$ cat config.mk
export PLATFORM = sky130hd
export DESIGN_NAME = switch_event_ctrl
export DESIGN_NICKNAME = d
export VERILOG_FILES = /design/src/rtl/switch_event_pkg.sv /design/src/rtl/event_fifo.sv /design/src/rtl/switch_event_ctrl.sv
export SDC_FILE = /design/constraint.sdc
export NUM_CORES = 1
export LEC_CHECK = 0
export ABC_AREA = 0
export BUFFER_PORTS_ARGS = -buffer_cell sky130_fd_sc_hd__buf_2
export CAP_MARGIN = 20
export CORE_MARGIN = 5
export CORE_UTILIZATION = 48
export DETAILED_ROUTE_END_ITERATION = 8
export GPL_ROUTABILITY_DRIVEN = 0
export PLACE_DENSITY = 0.7
export SETUP_SLACK_MARGIN = 0.02
export SYNTH_ARGS = -nofsm -noshare
export SYNTH_HDL_FRONTEND = slang
export SYNTH_SLANG_ARGS = --single-unit
$ cat constraint.sdc
create_clock -name clock -period 3.5 [get_ports clock]
set_input_delay 0.35 -clock clock [delete_from_list [all_inputs] [get_ports clock]]
set_output_delay 0.35 -clock clock [all_outputs]
set_load 0.05 [all_outputs]
$ cat src/rtl/switch_event_pkg.sv
// Shared constants for the switch event controller: bus addresses, control/status
// bit positions, FIFO entry and count widths, and the DEPTH legality check.
package switch_event_pkg;

    localparam logic AddrEvent = 1'b0;
    localparam logic AddrCtrl  = 1'b1;

    localparam int unsigned EntryW = 16;
    localparam int unsigned CountW = 4;

    localparam int unsigned BitEnable    = 8;
    localparam int unsigned BitIntEnable = 9;
    localparam int unsigned BitOverflow  = 10;

    typedef enum logic {StIdle, StAck} hs_state_e;

    // Depth must be a power of two in 2..8 so pointers wrap naturally and count fits CountW.
    function automatic bit depth_ok(input int unsigned d);
        return (d >= 2) && (d <= 8) && ((d & (d - 1)) == 0);
    endfunction

endpackage

$ cat src/rtl/event_fifo.sv
// Single-clock synchronous FIFO holding switch change events.
// A push into a full FIFO succeeds only when a pop happens on the same edge.
module event_fifo
    import switch_event_pkg::*;
#(
    parameter int unsigned Depth = 4,
    parameter int unsigned Width = EntryW
) (
    input  logic              clk_i,
    input  logic              rst_i,
    input  logic              push_i,
    input  logic [Width-1:0]  data_i,
    input  logic              pop_i,
    output logic [Width-1:0]  data_o,
    output logic              full_o,
    output logic              empty_o,
    output logic [CountW-1:0] count_o
);

    localparam int unsigned PtrW = $clog2(Depth);

    logic [Width-1:0]  mem_q [Depth];
    logic [Width-1:0]  mem_d [Depth];
    logic [PtrW-1:0]   wr_ptr_q, wr_ptr_d;
    logic [PtrW-1:0]   rd_ptr_q, rd_ptr_d;
    logic [CountW-1:0] count_q, count_d;
    logic              push_ok, pop_ok;

    assign full_o  = (count_q == CountW'(Depth));
    assign empty_o = (count_q == '0);
    assign count_o = count_q;
    assign data_o  = mem_q[rd_ptr_q];

    assign pop_ok  = pop_i & ~empty_o;
    assign push_ok = push_i & (~full_o | pop_ok);

    // Next-state for storage, pointers and occupancy.
    always_comb begin
        mem_d    = mem_q;
        wr_ptr_d = wr_ptr_q;
        rd_ptr_d = rd_ptr_q;
        count_d  = count_q;
        if (push_ok) begin
            mem_d[wr_ptr_q] = data_i;
            wr_ptr_d        = wr_ptr_q + 1'b1;
        end
        if (pop_ok) begin
            rd_ptr_d = rd_ptr_q + 1'b1;
        end
        if (push_ok && !pop_ok) begin
            count_d = count_q + CountW'(1);
        end else if (pop_ok && !push_ok) begin
            count_d = count_q - CountW'(1);
        end
    end

    // State registers with synchronous reset.
    always_ff @(posedge clk_i) begin
        if (rst_i) begin
            mem_q    <= '{default: '0};
            wr_ptr_q <= '0;
            rd_ptr_q <= '0;
            count_q  <= '0;
        end else begin
            mem_q    <= mem_d;
            wr_ptr_q <= wr_ptr_d;
            rd_ptr_q <= rd_ptr_d;
            count_q  <= count_d;
        end
    end

endmodule

$ cat src/rtl/switch_event_ctrl.sv
// Bus-attached switch event controller: detects changes on the debounced switch
// bank, queues them as events, and raises a level interrupt while events or an
// overflow are pending.
module switch_event_ctrl
    import switch_event_pkg::*;
#(
    parameter int unsigned DEPTH = 4
) (
    input  logic        clock,
    input  logic        reset,
    input  logic        Address,
    input  logic        Read,
    input  logic        Write,
    input  logic [31:0] DataIn,
    output logic [31:0] DataOut,
    output logic        Ready,
    input  logic [7:0]  Switch_in,
    output logic        Interrupt
);

    if (!depth_ok(DEPTH)) begin : g_bad_depth
        $error("switch_event_ctrl: DEPTH must be a power of two in 2..8");
    end

    hs_state_e         state_q, state_d;
    logic [7:0]        prev_q, prev_d;
    logic [31:0]       dout_q, dout_d;
    logic              irq_q, irq_d;
    logic              en_q, en_d;
    logic              ie_q, ie_d;
    logic              ovf_q, ovf_d;

    logic [7:0]        change;
    logic              push, pop;
    logic              txn, txn_wr, txn_rd;
    logic [EntryW-1:0] fifo_data;
    logic              fifo_full, fifo_empty;
    logic [CountW-1:0] fifo_count;
    logic [31:0]       status_word;
    logic              unused_din;

    assign unused_din = ^{DataIn[31:11], DataIn[7:0]};

    assign change = Switch_in ^ prev_q;
    assign push   = (change != '0) & en_q;

    // A transaction takes effect only on the IDLE->ACK edge; Write dominates Read.
    assign txn    = (state_q == StIdle) & (Read | Write);
    assign txn_wr = txn & Write;
    assign txn_rd = txn & Read & ~Write;
    assign pop    = txn_rd & (Address == AddrEvent) & ~fifo_empty;

    assign status_word = {16'b0, fifo_count, 1'b0, ovf_q, ie_q, en_q, Switch_in};

    assign Ready     = (state_q == StAck);
    assign DataOut   = dout_q;
    assign Interrupt = irq_q;

    event_fifo #(
        .Depth (DEPTH),
        .Width (EntryW)
    ) u_fifo (
        .clk_i   (clock),
        .rst_i   (reset),
        .push_i  (push),
        .data_i  ({change, Switch_in}),
        .pop_i   (pop),
        .data_o  (fifo_data),
        .full_o  (fifo_full),
        .empty_o (fifo_empty),
        .count_o (fifo_count)
    );

    // Handshake FSM next state.
    always_comb begin
        state_d = state_q;
        unique case (state_q)
            StIdle: if (Read || Write) state_d = StAck;
            StAck:  if (!(Read || Write)) state_d = StIdle;
            default: state_d = StIdle;
        endcase
    end

    // Control register, read data, overflow and interrupt next state.
    always_comb begin
        prev_d = Switch_in;
        en_d   = en_q;
        ie_d   = ie_q;
        ovf_d  = ovf_q;
        dout_d = dout_q;
        if (txn_wr && (Address == AddrCtrl)) begin
            en_d = DataIn[BitEnable];
            ie_d = DataIn[BitIntEnable];
            if (DataIn[BitOverflow]) ovf_d = 1'b0;
        end
        // Applied after the clear so a same-cycle overflow keeps the flag set.
        if (push && fifo_full && !pop) ovf_d = 1'b1;
        if (txn_rd) begin
            if (Address == AddrEvent) begin
                dout_d = fifo_empty ? 32'h0 : {15'b0, 1'b1, fifo_data};
            end else begin
                dout_d = status_word;
            end
        end
        irq_d = ie_q & ((fifo_count != '0) | ovf_q);
    end

    // State registers; Prev tracks the switches even in reset to avoid a release event.
    always_ff @(posedge clock) begin
        prev_q <= prev_d;
        if (reset) begin
            state_q <= StIdle;
            dout_q  <= '0;
            irq_q   <= 1'b0;
            en_q    <= 1'b0;
            ie_q    <= 1'b0;
            ovf_q   <= 1'b0;
        end else begin
            state_q <= state_d;
            dout_q  <= dout_d;
            irq_q   <= irq_d;
            en_q    <= en_d;
            ie_q    <= ie_d;
            ovf_q   <= ovf_d;
        end
    end

endmodule

# Word-level counts from Yosys, hierarchy flattened
# Index checks and enable logic that the tools add are counted.
totals:
  input_bits: 45
  rom_bits: 0
  mem_count: 0
  reg_bits: 117
  elab_cells: 74
  latchBits: 0
  out_inout_bits: 34
  ram_bits: 0
op_classes:
  n_mul: 0
  n_addsub: 4
  n_reduce_logical: 17
  n_eq_ne: 1
  mux: 14
  div: 0
  n_bitwise: 21
  n_shift: 0
  magnitude_cmp: 3
op_table:
  columns: ["cell", "n"]
  rows:
  - ["64-bit bitwise mux", 1]
  - ["16-bit 2-to-1 mux", 3]
  - ["17-bit 2-to-1 mux", 2]
  - ["16-bit binary-select mux with 2-bit select", 1]
  - ["16-bit demux with 2-bit select", 1]
  - ["1-bit bitwise AND", 10]
  - ["4-bit 2-to-1 mux", 2]
  - ["8-bit nonzero test", 1]
  - ["8-bit bitwise XOR", 1]
  - ["3-bit >= comparator, second input constant", 2]
  - ["1-bit logical AND", 6]
  - ["2-bit NOT with 3-bit output", 2]
  - ["2-bit nonzero test", 3]
  - ["1-bit NOT", 5]
  - ["2-bit by 1-bit adder with 2-bit output, second input constant", 2]
  - ["4-bit by 1-bit adder with 4-bit output, second input constant", 1]
  - ["4-bit by 3-bit == test with 1-bit output, second input constant", 1]
  - ["4-bit logical NOT", 1]
  - ["1-bit 2-to-1 mux", 4]
  - ["4-bit nonzero test", 1]
  - ["4-bit by 1-bit subtractor with 4-bit output, second input constant", 1]
  - ["1-bit logical NOT", 3]
  - ["3-bit by 1-bit < comparator with 1-bit output, second input constant", 1]
  - ["1-bit OR", 3]
  - ["other kinds (2)", 2]

# Longest topological paths before layout
depth:
  ltp_word: 13
  mapped_depth: 13
  ltp_nobuf: 12

# Cells and area by module
# A second synthesis with hierarchy kept.
hier_totals:
  hier_cells: 417
  area_unflattened_um2: 4553.1
modules_own_cells:
  columns: ["module", "cells_each", "seq_area_each_um2", "n_inst", "area_per_inst_um2"]
  rows:
  - ["event_fifo", 283, 1441.4, 1, 3231.8]
  - ["switch_event_ctrl", 134, 600.6, 1, 1321.3]

# Worst setup path after synthesis
# Ideal clock, no wire load.
synth_timing:
  kind: "input to register"
  start: "input Switch_in[0]"
  end: "register u_fifo.count_q[3], in the netlist u_fifo.count_o[3]"
  stages: 13
  required_ns: 3.429
  arrival_ns: 2.907
  path_buffers: 1
  slack_ns: 0.523
  cell_sequence: "xor2_1 -> or4_1 -> buf_2 -> o211ai_1 -> inv_1 -> ha_1 -> inv_1 -> ha_1 -> a21o_1 -> a21oi_1 -> xnor2_1 -> or3_1 -> a21oi_1"
synth_via:
  elab_chain_cells: 7
synth_lines:
  columns: ["item", "line_no", "rtl"]
  rows:
  - ["start: declaration", "switch_event_ctrl.sv:17", "input logic [7:0] Switch_in,"]
  - ["8-bit bitwise XOR (*)", "switch_event_ctrl.sv:44", "assign change = Switch_in ^ prev_q;"]
  - ["8-bit nonzero test (*)", "switch_event_ctrl.sv:45", "assign push = (change != '0) & en_q;"]
  - ["1-bit bitwise AND (*)", "switch_event_ctrl.sv:45", null]
  - ["1-bit bitwise AND (*)", "event_fifo.sv:35", "assign push_ok = push_i & (~full_o | pop_ok);"]
  - ["via u_fifo.push_ok", "event_fifo.sv:27", "logic push_ok, pop_ok;"]
  - ["1-bit logical NOT", "event_fifo.sv:52", "end else if (pop_ok && !push_ok) begin"]
  - ["1-bit logical AND", "event_fifo.sv:52", null]
  - ["2-bit nonzero test (no line)", null, null]
  - ["end signal: assignment", "event_fifo.sv:68", "count_q <= count_d;"]
  - ["end: declaration", "event_fifo.sv:26", "logic [CountW-1:0] count_q, count_d;"]
# Mark *: on every way through the listed nets, which the timed path passes. The rest lies on a longest branch.
# A chain may end at the register's enable or synchronous reset.

# Final worst setup path
layout_timing:
  start: "register prev_q[7]"
  end: "register u_fifo.count_q[3], in the netlist u_fifo.count_o[3]"
layout_via:
  elab_chain_cells: 7
layout_lines:
  columns: ["item", "line_no", "rtl"]
  rows:
  - ["start: declaration", "switch_event_ctrl.sv:26", "logic [7:0] prev_q, prev_d;"]
  - ["start signal: assignment", "switch_event_ctrl.sv:110", "prev_q <= prev_d;"]
  - ["8-bit bitwise XOR (*)", "switch_event_ctrl.sv:44", null]
  - ["8-bit nonzero test (*)", "switch_event_ctrl.sv:45", null]
  - ["1-bit bitwise AND (*)", "switch_event_ctrl.sv:45", null]
  - ["1-bit bitwise AND (*)", "event_fifo.sv:35", null]
  - ["via u_fifo.push_ok", "event_fifo.sv:27", null]
  - ["1-bit logical NOT", "event_fifo.sv:52", null]
  - ["1-bit logical AND", "event_fifo.sv:52", null]
  - ["2-bit nonzero test (no line)", null, null]
# Marks and branches as above.

==> results by group <==
Logic synthesis
  • EDFF count, synth: 0
  • Post-Synthesis Cells: about 430
  • Synth warn: 0
  • Netlist cell types: 36
  • Syn Std Cell Area: 4452 µm²
  • Synth Flop Type: dfxtp_1
  • Ys async rst share: 0
  • Yosys reg bits: between 100 and 150
  • Mean Syn Cell Area: around 10 µm²
  • Sequential area share after synthesis: 0.4587

Status
  • Status: complete, no violations

Clock network
  • Number of setup buffers added after CTS: 0
  • Clock latency on the worst-skew pair: ~0.38 ns
  • CTS sink count: around 100
  • CTS tree: done
  • CTS resizes: 0
  • Cts hold-fix bufs: 0
  • Root Buffer: clkbuf_8
  • Clk pin slew, worst setup/hold paths: approximately 0.10 ns
  • H-tree depth: 3
  • Maximum root-to-sink buffer count: 2
  • CTS Buf Count: 9

Setup path
  • CP peak stage delay: between 0.5 and 0.6 ns
  • Worst path cell trace: xor2_1 -> or4_1 -> o211ai_1 -> inv_1 -> ha_1 -> inv_1 -> ha_1 -> a21o_1 -> a21oi_1 -> xnor2_1 -> or3_1 -> a21oi_1
  • Crit start category: register
  • CP arrival: roughly 3.3 ns
  • Critical path's slowest cell: or4_1
  • Worst path required time: roughly 3.8 ns
  • Setup Crit Path Kind: register to register
  • Element type at the critical path end: register
  • Crit-path max FO: 3

Floorplan
  • IO Pins: roughly 80
  • Die H: between 100 and 150 µm
  • # rows: 35
  • Initial Util: 0.4864
  • DIE WIDTH: ~110 µm
  • Die area: approximately 11,000 µm²
  • Core Region: 9153 µm²

Timing
  • Worst Tran Pin Value: 0.8906 ns
  • Final setup TNS: 0 ns
  • RSZ-0062 raised after global routing: no
  • Max frequency: around 340 MHz
  • Skew final: 0.01187 ns
  • Final setup viols: 0
  • Period utilisation layout: 0.8420
  • Hold Violations, Final: 0
  • Max-slew violation count: 0
  • Rel. slew slack: 0.4055
  • Min Tclk post-route: approximately 2.9 ns

Routing
  • DRT iter0 DRCs: between 100 and 150
  • DR vias/cell: 5.457
  • DRC: 0
  • WL final: between 9 and 10 mm
  • WL per Instance: between 15 and 20 µm
  • Post-DRT Antenna Nets: 0
  • Vias: roughly 3,100
  • DRT Pass-1 Iters: 4

Placed design
  • IO buf count: 34
  • HPWL after DPL: about 6.1 mm

Layout
  • Commonest non-fill, non-tap cells in the layout: 102 x dfxtp_1, 61 x nor2_1, 36 x mux2i_1
  • Commonest non-fill, non-tap cell in the layout: dfxtp_1
  • P&R area growth vs syn: 9.134%
  • Share of layout cells above drive strength 1: 0.1840
  • Final net count: ~510
  • Ant. Diodes: 0

Hold path
  • Hold Crit Class: input pin to register

Global routing
  • GR Util All Layers: 0.1726
  • Global-route wire length before repair: about 16 mm
  • Vias in the first global route: between 3,000 and 4,000
  • Initial antenna violation count: 0
  • GR Overflow Total: 0
  • Largest net degree at the start of global routing: 81

Power and ir drop
  • Pleak: between 2 and 2.5 nW
  • Power Total: 2.260 mW
  • Power per cell area: roughly 470 nW/µm²
  • VDD IR max: 0.2195 mV

Run
  • Max cap viols: 0
==> area by class of cell <==
type | instances | area, µm²
Fill cell | 846 | 4294
Clock inverter | 6 | 76.32
Timing Repair Buffer | 48 | 287.8
Multi-Input combinational cell | 292 | 2171
Clock buffer | 9 | 123.9
Tap cell | 111 | 138.9
Sequential cell | 102 | 2042
Inverter | 5 | 18.77
==> worst paths after layout <==
| check | from | end | slack (ns) | depth (start not counted) |
|---|---|---|---|---|
| worst max-delay path | prev_q[7] | u_fifo.count_o[3] | 0.55 | 12 |
| worst min-delay path | Switch_in[4] | prev_q[4] | 0.16 | 1 |
| worst max register to register | prev_q[7] | u_fifo.count_o[3] | 0.55 | 12 |
| worst min register to register | DataOut[11] | DataOut[11] | 0.46 | 2 |
==> synthesized netlist by cell type, drive strengths merged, types with 2 or more instances <==
library cell    n  area share
nand2b          7      0.0098
nand3           2      0.0022
buf            28       0.046
or4             2      0.0034
clkbuf         19       0.016
o21ai          39       0.054
inv             5      0.0042
nor3b           2      0.0034
mux4           16       0.081
dfxtp         102        0.46
ha              7       0.020
nand2           8      0.0067
nand3b         33       0.056
a221oi         15       0.030
nor2           61       0.051
nor3           15       0.017
xor2           11       0.022
mux2i          36       0.081
a21oi           9       0.010
xnor2           3      0.0059
==> per-layer routing <==
metal / track usage / wire length (µm) / up-vias
met4: 0.04163 / 89 / 0
li1: - / - / 1541
met3: 0.04007 / 356 / 10
met1: 0.2247 / 4338 / 1507
met5: 0 / 0 / -
met2: 0.2905 / 4536 / 69
==> state kept, by name, summed over array words and instances (netlist names) <==
register	cells
DataOut	17
Interrupt	1
Ready	1
en_q	1
ie_q	1
ovf_q	1
prev_q	8
u_fifo.count_o	4
u_fifo.mem_q	64
u_fifo.rd_ptr_q	2
u_fifo.wr_ptr_q	2
==> cells by family after synthesis <==
logic type      after synthesis  synth area share
flops                       102            0.4587
mux                          52            0.1619
other cells                   1         0.0008424
fa+ha+maj                     8           0.02417
buf+inv                      52           0.06661
compound gates               66           0.09865
simple gates                137            0.1616
xor+xnor                     14           0.02754
==> critical path: cells and delay by family (launching register included) <==
kind | cells | cell delay [ns]
compound gates | 4 | 0.74
buf+inv | 2 | 0.21
simple gates | 2 | 0.89
xor+xnor | 2 | 0.25
fa+ha+maj | 2 | 0.47
flops | 1 | 0.32
==> where the power goes <==
| part | switching (mW) | internal, mW | leakage, nW |
|---|---|---|---|
| sequential | 0.0219 | 1.19 | 0.828 |
| clock | 0.435 | 0.342 | 0.103 |
| combinational | 0.189 | 0.0840 | 1.16 |
| total | 0.645 | 1.62 | 2.09 |
==> metrics by stage <==
stage | hold WS, ns | std cells | area, µm² | worst slack [ns] | util
floorplan | 0.3777 | 446 | 4504 | 0.5228 | -
global placement | 0.4486 | 557 | 4638 | 0.3950 | 0.5068
detailed placement | 0.4479 | 557 | 4638 | 0.3001 | 0.5068
CTS | 0.1582 | 572 | 4838 | 0.5360 | 0.5286
global route | 0.1513 | 573 | 4858 | 0.3766 | 0.5308
finish | 0.1638 | 573 | 4858 | 0.5529 | 0.5308
No activity file was read; power rests on OpenSTA's default activity.
